**config.mk**
```make
export PLATFORM = sky130hd
export DESIGN_NAME = serial_word_loader
export DESIGN_NICKNAME = d
export VERILOG_FILES = /design/src/rtl/serial_word_loader.sv
export SDC_FILE = /design/constraint.sdc
export NUM_CORES = 1
export LEC_CHECK = 0
export CORE_MARGIN = 3
export CORE_UTILIZATION = 55
export CTS_BUF_LIST = sky130_fd_sc_hd__clkbuf_4 sky130_fd_sc_hd__clkbuf_8 sky130_fd_sc_hd__clkbuf_16
export DETAILED_ROUTE_END_ITERATION = 16
export PLACE_DENSITY = 0.83
export SETUP_SLACK_MARGIN = 0.02
export SYNTH_ARGS = -nofsm -noshare
export SYNTH_HDL_FRONTEND = slang
export SYNTH_SLANG_ARGS = --single-unit
```
**constraint.sdc**
```tcl
create_clock -name clk -period 2.44 [get_ports clk]
set_input_delay 0.488 -clock clk [delete_from_list [all_inputs] [get_ports clk]]
set_output_delay 0.488 -clock clk [all_outputs]
set_load 0.02 [all_outputs]
```
**src/rtl/serial_word_loader.sv**
```systemverilog
// UART-style serial deserialiser feeding an N-bit gated register: one ld_en strobe per good frame.
// Optional even-parity bit and par_err reporting enabled by defining PARITY_EN.
`timescale 1ns/1ps
module serial_word_loader #(
    parameter int N   = 8,
    parameter int OVS = 16
) (
    input  logic         clk,
    input  logic         clr,
    input  logic         rx,
    output logic [N-1:0] d,
    output logic         ld_en,
    output logic         busy,
    output logic         frm_err,
    output logic         par_err
);

    localparam int OW = $clog2(OVS);
    localparam int BW = $clog2(N + 1);
    localparam logic [OW-1:0] OS_HALF  = OW'(OVS / 2 - 1);
    localparam logic [OW-1:0] OS_FULL  = OW'(OVS - 1);
    localparam logic [BW-1:0] BIT_LAST = BW'(N - 1);

`ifdef PARITY_EN
    typedef enum logic [2:0] {S_IDLE, S_START, S_DATA, S_PARITY, S_STOP, S_LOAD} state_t;
`else
    typedef enum logic [2:0] {S_IDLE, S_START, S_DATA, S_STOP, S_LOAD} state_t;
`endif

    state_t        r_state;
    logic          r_rx_meta;
    logic          r_rxs;
    logic          r_rxs_prev;
    logic [OW-1:0] r_os_cnt;
    logic [BW-1:0] r_bit_cnt;
    logic [N-1:0]  r_shift;
    logic [N-1:0]  r_d;
    logic          r_busy;
    logic          r_frm_err;
    logic          r_ld_en;
`ifdef PARITY_EN
    logic          r_par_bad;
    logic          r_par_err;
`endif

    logic w_fall;
    logic w_os_full;

    assign w_fall    = r_rxs_prev & ~r_rxs;
    assign w_os_full = (r_os_cnt == OS_FULL);

    always_ff @(posedge clk or negedge clr) begin
        if (!clr) begin
            r_state    <= S_IDLE;
            r_rx_meta  <= 1'b1;
            r_rxs      <= 1'b1;
            r_rxs_prev <= 1'b1;
            r_os_cnt   <= '0;
            r_bit_cnt  <= '0;
            r_shift    <= '0;
            r_d        <= '0;
            r_busy     <= 1'b0;
            r_frm_err  <= 1'b0;
`ifdef PARITY_EN
            r_par_bad  <= 1'b0;
            r_par_err  <= 1'b0;
`endif
        end else begin
            r_rx_meta  <= rx;
            r_rxs      <= r_rx_meta;
            r_rxs_prev <= r_rxs;
            r_frm_err  <= 1'b0;
`ifdef PARITY_EN
            r_par_err  <= 1'b0;
`endif
            case (r_state)
                S_IDLE: begin
                    if (w_fall) begin
                        r_state  <= S_START;
                        r_os_cnt <= '0;
                        r_busy   <= 1'b1;
                    end
                end
                S_START: begin
                    if (r_os_cnt == OS_HALF) begin
                        r_os_cnt <= '0;
                        if (r_rxs) begin
                            r_state <= S_IDLE;
                            r_busy  <= 1'b0;
                        end else begin
                            r_state   <= S_DATA;
                            r_bit_cnt <= '0;
                        end
                    end else begin
                        r_os_cnt <= r_os_cnt + OW'(1);
                    end
                end
                S_DATA: begin
                    if (w_os_full) begin
                        r_os_cnt <= '0;
                        // LSB arrives first, so each new bit enters at the top and walks down
                        r_shift  <= {r_rxs, r_shift[N-1:1]};
                        if (r_bit_cnt == BIT_LAST) begin
                            r_bit_cnt <= '0;
`ifdef PARITY_EN
                            r_state   <= S_PARITY;
`else
                            r_state   <= S_STOP;
`endif
                        end else begin
                            r_bit_cnt <= r_bit_cnt + BW'(1);
                        end
                    end else begin
                        r_os_cnt <= r_os_cnt + OW'(1);
                    end
                end
`ifdef PARITY_EN
                S_PARITY: begin
                    if (w_os_full) begin
                        r_os_cnt  <= '0;
                        r_par_bad <= (^r_shift) ^ r_rxs;
                        r_state   <= S_STOP;
                    end else begin
                        r_os_cnt <= r_os_cnt + OW'(1);
                    end
                end
`endif
                S_STOP: begin
                    if (w_os_full) begin
                        r_os_cnt <= '0;
                        if (!r_rxs) begin
                            r_frm_err <= 1'b1;
                            r_state   <= S_IDLE;
                            r_busy    <= 1'b0;
`ifdef PARITY_EN
                        end else if (r_par_bad) begin
                            r_par_err <= 1'b1;
                            r_state   <= S_IDLE;
                            r_busy    <= 1'b0;
`endif
                        end else begin
                            r_d     <= r_shift;
                            r_state <= S_LOAD;
                        end
                    end else begin
                        r_os_cnt <= r_os_cnt + OW'(1);
                    end
                end
                S_LOAD: begin
                    r_state <= S_IDLE;
                    r_busy  <= 1'b0;
                end
                default: begin
                    r_state <= S_IDLE;
                    r_busy  <= 1'b0;
                end
            endcase
        end
    end

    // Falling-edge flop: d settles half a cycle before the strobe rises while clk is low
    always_ff @(negedge clk or negedge clr) begin
        if (!clr) begin
            r_ld_en <= 1'b0;
        end else begin
            r_ld_en <= (r_state == S_LOAD);
        end
    end

    assign d       = r_d;
    assign ld_en   = r_ld_en;
    assign busy    = r_busy;
    assign frm_err = r_frm_err;
`ifdef PARITY_EN
    assign par_err = r_par_err;
`else
    assign par_err = 1'b0;
`endif

endmodule

```
# Word level (Yosys, flattened, before mapping)
# Index checks and enable logic that the tools add are counted.
dict set report word_totals {
  latch_bits 0
  word_cells 67
  inputBits 3
  output_inout_bits 12
  mem_bits_ro 0
  regBits 33
  ramBits 0
  memories 0
}
dict set report classes {
  order_cmp 0
  n_addsub 2
  n_div 0
  n_eq_ne 15
  mul 0
  bitwise 3
  reduce_logical 10
  mux 26
  n_shift 0
}
# cell count
set op_table {}
lappend op_table {{4-bit two-way mux} 7}
lappend op_table {{3-bit two-way mux} 6}
lappend op_table {{2-bit inequality test, second input constant} 8}
lappend op_table {{3-bit one-hot mux with 4 select lines} 1}
lappend op_table {{4-bit one-hot mux with 3 select lines} 1}
lappend op_table {{4-bit by 1-bit adder with 4-bit output, second input constant} 2}
lappend op_table {{4-bit by 3-bit equality test with 1-bit output, second input constant} 2}
lappend op_table {{1-bit two-way mux} 8}
lappend op_table {{4-bit one-hot mux with 2 select lines} 1}
lappend op_table {{3-bit by 2-bit equality test with 1-bit output, second input constant} 2}
lappend op_table {{6-bit AND reduction} 1}
lappend op_table {{5-bit AND reduction} 1}
lappend op_table {{4-bit equality test, second input constant} 1}
lappend op_table {{1-bit one-hot mux with 4 select lines} 1}
lappend op_table {{2-bit AND reduction} 2}
lappend op_table {{4-bit AND reduction} 1}
lappend op_table {{3-bit by 1-bit equality test with 1-bit output, second input constant} 1}
lappend op_table {{3-bit equality test, second input constant} 1}
lappend op_table {{3-bit logical NOT} 1}
lappend op_table {{3-bit AND reduction} 1}
lappend op_table {{3-bit nonzero test} 1}
lappend op_table {{2-bit two-way mux} 1}
lappend op_table {{1-bit inverter} 2}
lappend op_table {{2-bit nonzero test} 1}
lappend op_table {{2 further kinds} 2}

# Logic depth before layout (Yosys ltp)
# Gate-level depths: netlist of the first run.
dict set report logic_depth {
  ltp_word 4
  mapped_depth 5
  depth_no_buf 5
}

==> results.yml, run 1 <==
timing:
  slew_viol_final: 0
  skew_ps: 15.6
  rsz0062_at_grt: "true"
  setup_ws_ps: -112
  hold_viol_final: 0
  setup_viol: 1
pwr:
  powerDensity_nw_per_um2: 780
  clkPwrFrac_pct: 25.0
  combPwrFrac_pct: 24.8
  vdd_drop_max_v: 0.000576
  seqPwrFrac_pct: 50.2
  intPower_mw: 0.922
  swShare_pct: 30.5
  p_leak_nw: 0.793
  net-switching-power_mw: 0.404
placement:
  dp.cells: 158
  finalWeightedCongestion: 0.809
  dpl.hpwl_mm: 1.74
  numPortBuffers: 13
clock_network:
  h-tree-depth: 2
  clk_pin_slew_ps: 80
  post_cts_buffers: 0
  post_cts_resized: 6
  clock_latency_ps: 320
  cts_tree: "yes"
  ctsLongestPathBuffers: 2
  cts_sinks: 33
  cts_made_buffers: 5
  root_buffer: "clkbuf_4"
  hold_buffers: 0
yosys:
  synth_edf_count: 0
  avgSynthCellArea_sq_um: 12.6
  yosys.area.top_type: "dfrtp_1"
  syn_nets: 121
  synth_common_cells: "dfrtp_1 (29), mux2_2 (17), nand2_1 (8), inv_1 (5), nor2_1 (4)"
  synth_top_area_share_pct: 49.5
  yosys_most_used_dff: "dfrtp_1"
  synthArstFlopShare_pct: 100
  yosysUniqueCellTypes: 41
  synth-seq-area-share_pct: 56.6
  syn_area_sq_um: 1470
  synth_seq_cells: 33
  synth.area.top_cells: "dfrtp_1 (50%), mux2_2 (13%), dfstp_2 (5.4%), nand2_1 (2.0%), nor4b_2 (2.0%)"
  synthMostInstantiatedCell: "dfrtp_1"
  ys.warnings.count: 0
  postSynthCellCount: 116
floorplan:
  initial_utilization_pct: 58.6
  dieArea_sq_um: 3320
  fp.coreArea_sq_um: 2500
  row_count: 18
  die_w_um: 57.6
  die_h_um: 57.6
  io_pins: 15
global_route:
  gr-total-overflow: 0
  grt_pass1_vias: 953
  antenna_found_initial: 0
  grt_pass1_wl_mm: 4.31
  track_usage_pct: 17.3
  grt_max_degree: 33
worst_setup_path:
  critPathLaunchType: "flop"
  crit_family: "flip-flops"
  crit_required_ps: 1950
  crit_chain: "buf_6"
  max_stage_delay_ps: 410
  crit_path_max_fanout: 1
  critPathSlowestCell: "dfrtn_1"
  critical_path.endpoint_type: "primary output"
  cp_data_arrival_time_ps: 2060
  crit_buf_inv: 1
  path_class: "reg2out"
layout:
  drive_gt1_share_pct: 29.4
  fillers: 189
  utilization_pct: 68.1
  fin_cells: 166
  syn_to_final_growth_pct: 16.1
  multi_input_area_sq_um: 581
  seqCellArea_sq_um: 830
  layout.nets: 140
  diodes: 0
run:
  cap_violations: 0
detailed_routing:
  remaining_drc_errors: 0
  wire_per_inst_um: 15.4
  drt_iter0_markers: 18
  drtAntennaViolNets: 0
  firstDrtPassIters: 4
  wirelength_mm: 2.55
  avgViaCountPerCell: 5.64
  route.vias.total: 936
worst_hold_path:
  worstHoldPathType: "reg2reg"
status:
  status: "complete, but fails checks"
  violations: "setup timing"
placed cells by master (no fill, tap or decap), types with 3 or more instances in the layout:
master,n
buf_4,5
dfrtp_1,29
nand2_1,8
clkdlybuf4s50_1,12
o21ai_0,3
dfstp_2,3
mux2_2,17
o31ai_1,3
clkbuf_4,7
inv_1,5
nor2_1,4
worst paths after layout:
| kind | start | to | slack [ps] | cells after the start |
|---|---|---|---|---|
| setup / recovery | ld_en | ld_en | -110 | 1 |
| hold / removal | r_rx_meta | r_rxs | 370 | 0 |
| setup reg to reg | r_state[0] | ld_en | 240 | 2 |
| hold reg to reg | r_rx_meta | r_rxs | 370 | 0 |
| max in group asynchronous | clr | ld_en | 870 | 1 |
| min in group asynchronous | clr | d[0] | 600 | 2 |
registers in the layout (all words and copies together) (netlist names):
signal      cells
r_bit_cnt       4
frm_err         1
busy            1
ld_en           1
r_os_cnt        4
r_state         3
r_rx_meta       1
r_rxs           1
d               8
r_shift         8
r_rxs_prev      1
through the flow:
stage | hold slack (ps) | setup TNS (ps) | worst slack [ps] | power [mW] | instance area (sq um)
after CTS | 364 | -137 | -137 | 1.34 | 1700
after detailed placement | 352 | -241 | -241 | 1.00 | 1630
after global placement | 347 | -226 | -226 | 0.984 | 1630
final | 366 | -112 | -112 | 1.33 | 1700
after floorplan | 192 | 0 | 259 | 0.910 | 1470
after global routing | 371 | -151 | -151 | 1.40 | 1700
kinds of logic (layout without fill, tap and decap cells):
kind of cell             Yosys count  count (layout)  synth area share (%)
AO/OA/AOI/OAI                     23              23                  11.1
XOR/XNOR                           1               1                 0.598
adder cells (fa/ha/maj)            2               2                  1.71
buffers and inverters             11              31                  3.76
flip-flops                        33              33                  56.6
multiplexers                      17              17                  13.1
other                              1               1                 0.256
AND/OR/NAND/NOR                   28              28                  12.9
layer usage:
metal | up-vias | global-route usage [%] | wire length [um]
met1 | 464 | 23.8 | 1220
met4 | 0 | 5.30 | 13
met3 | 2 | 7.13 | 96
met2 | 18 | 25.3 | 1220
li1 | 452 | - | -
met5 | - | 0 | 0
layout make-up:
class | instances | area share [%]
clock buffer | 8 | 3.90
inverter | 5 | 1.10
multi-input combinational | 72 | 34.1
sequential | 33 | 48.8
tap | 30 | 2.21
timing repair buffer | 18 | 9.93
power by group through the flow:
| stage | combinational, mW | sequential, mW | clock (mW) |
|---|---|---|---|
| after floorplan | 0.262 | 0.648 | 0 |
| after global placement | 0.314 | 0.670 | 0 |
| after detailed placement | 0.328 | 0.676 | 0 |
| after CTS | 0.332 | 0.664 | 0.343 |
| after global routing | 0.366 | 0.675 | 0.363 |
| final | 0.329 | 0.666 | 0.332 |
Note: power is estimated with default switching activity, not from simulation.
==> run 2, diff against run 1 <==
--- a/config.mk
+++ b/config.mk
@@ -7,7 +7,7 @@
 export LEC_CHECK = 0
 export CORE_MARGIN = 3
 export CORE_UTILIZATION = 55
-export CTS_BUF_LIST = sky130_fd_sc_hd__clkbuf_4 sky130_fd_sc_hd__clkbuf_8 sky130_fd_sc_hd__clkbuf_16
+export CTS_BUF_LIST = sky130_fd_sc_hd__clkbuf_4 sky130_fd_sc_hd__clkbuf_8
 export DETAILED_ROUTE_END_ITERATION = 16
 export PLACE_DENSITY = 0.83
 export SETUP_SLACK_MARGIN = 0.02
==> results of run 2 <==
The final DEF is identical to that of run 1; final timing and power are the same.
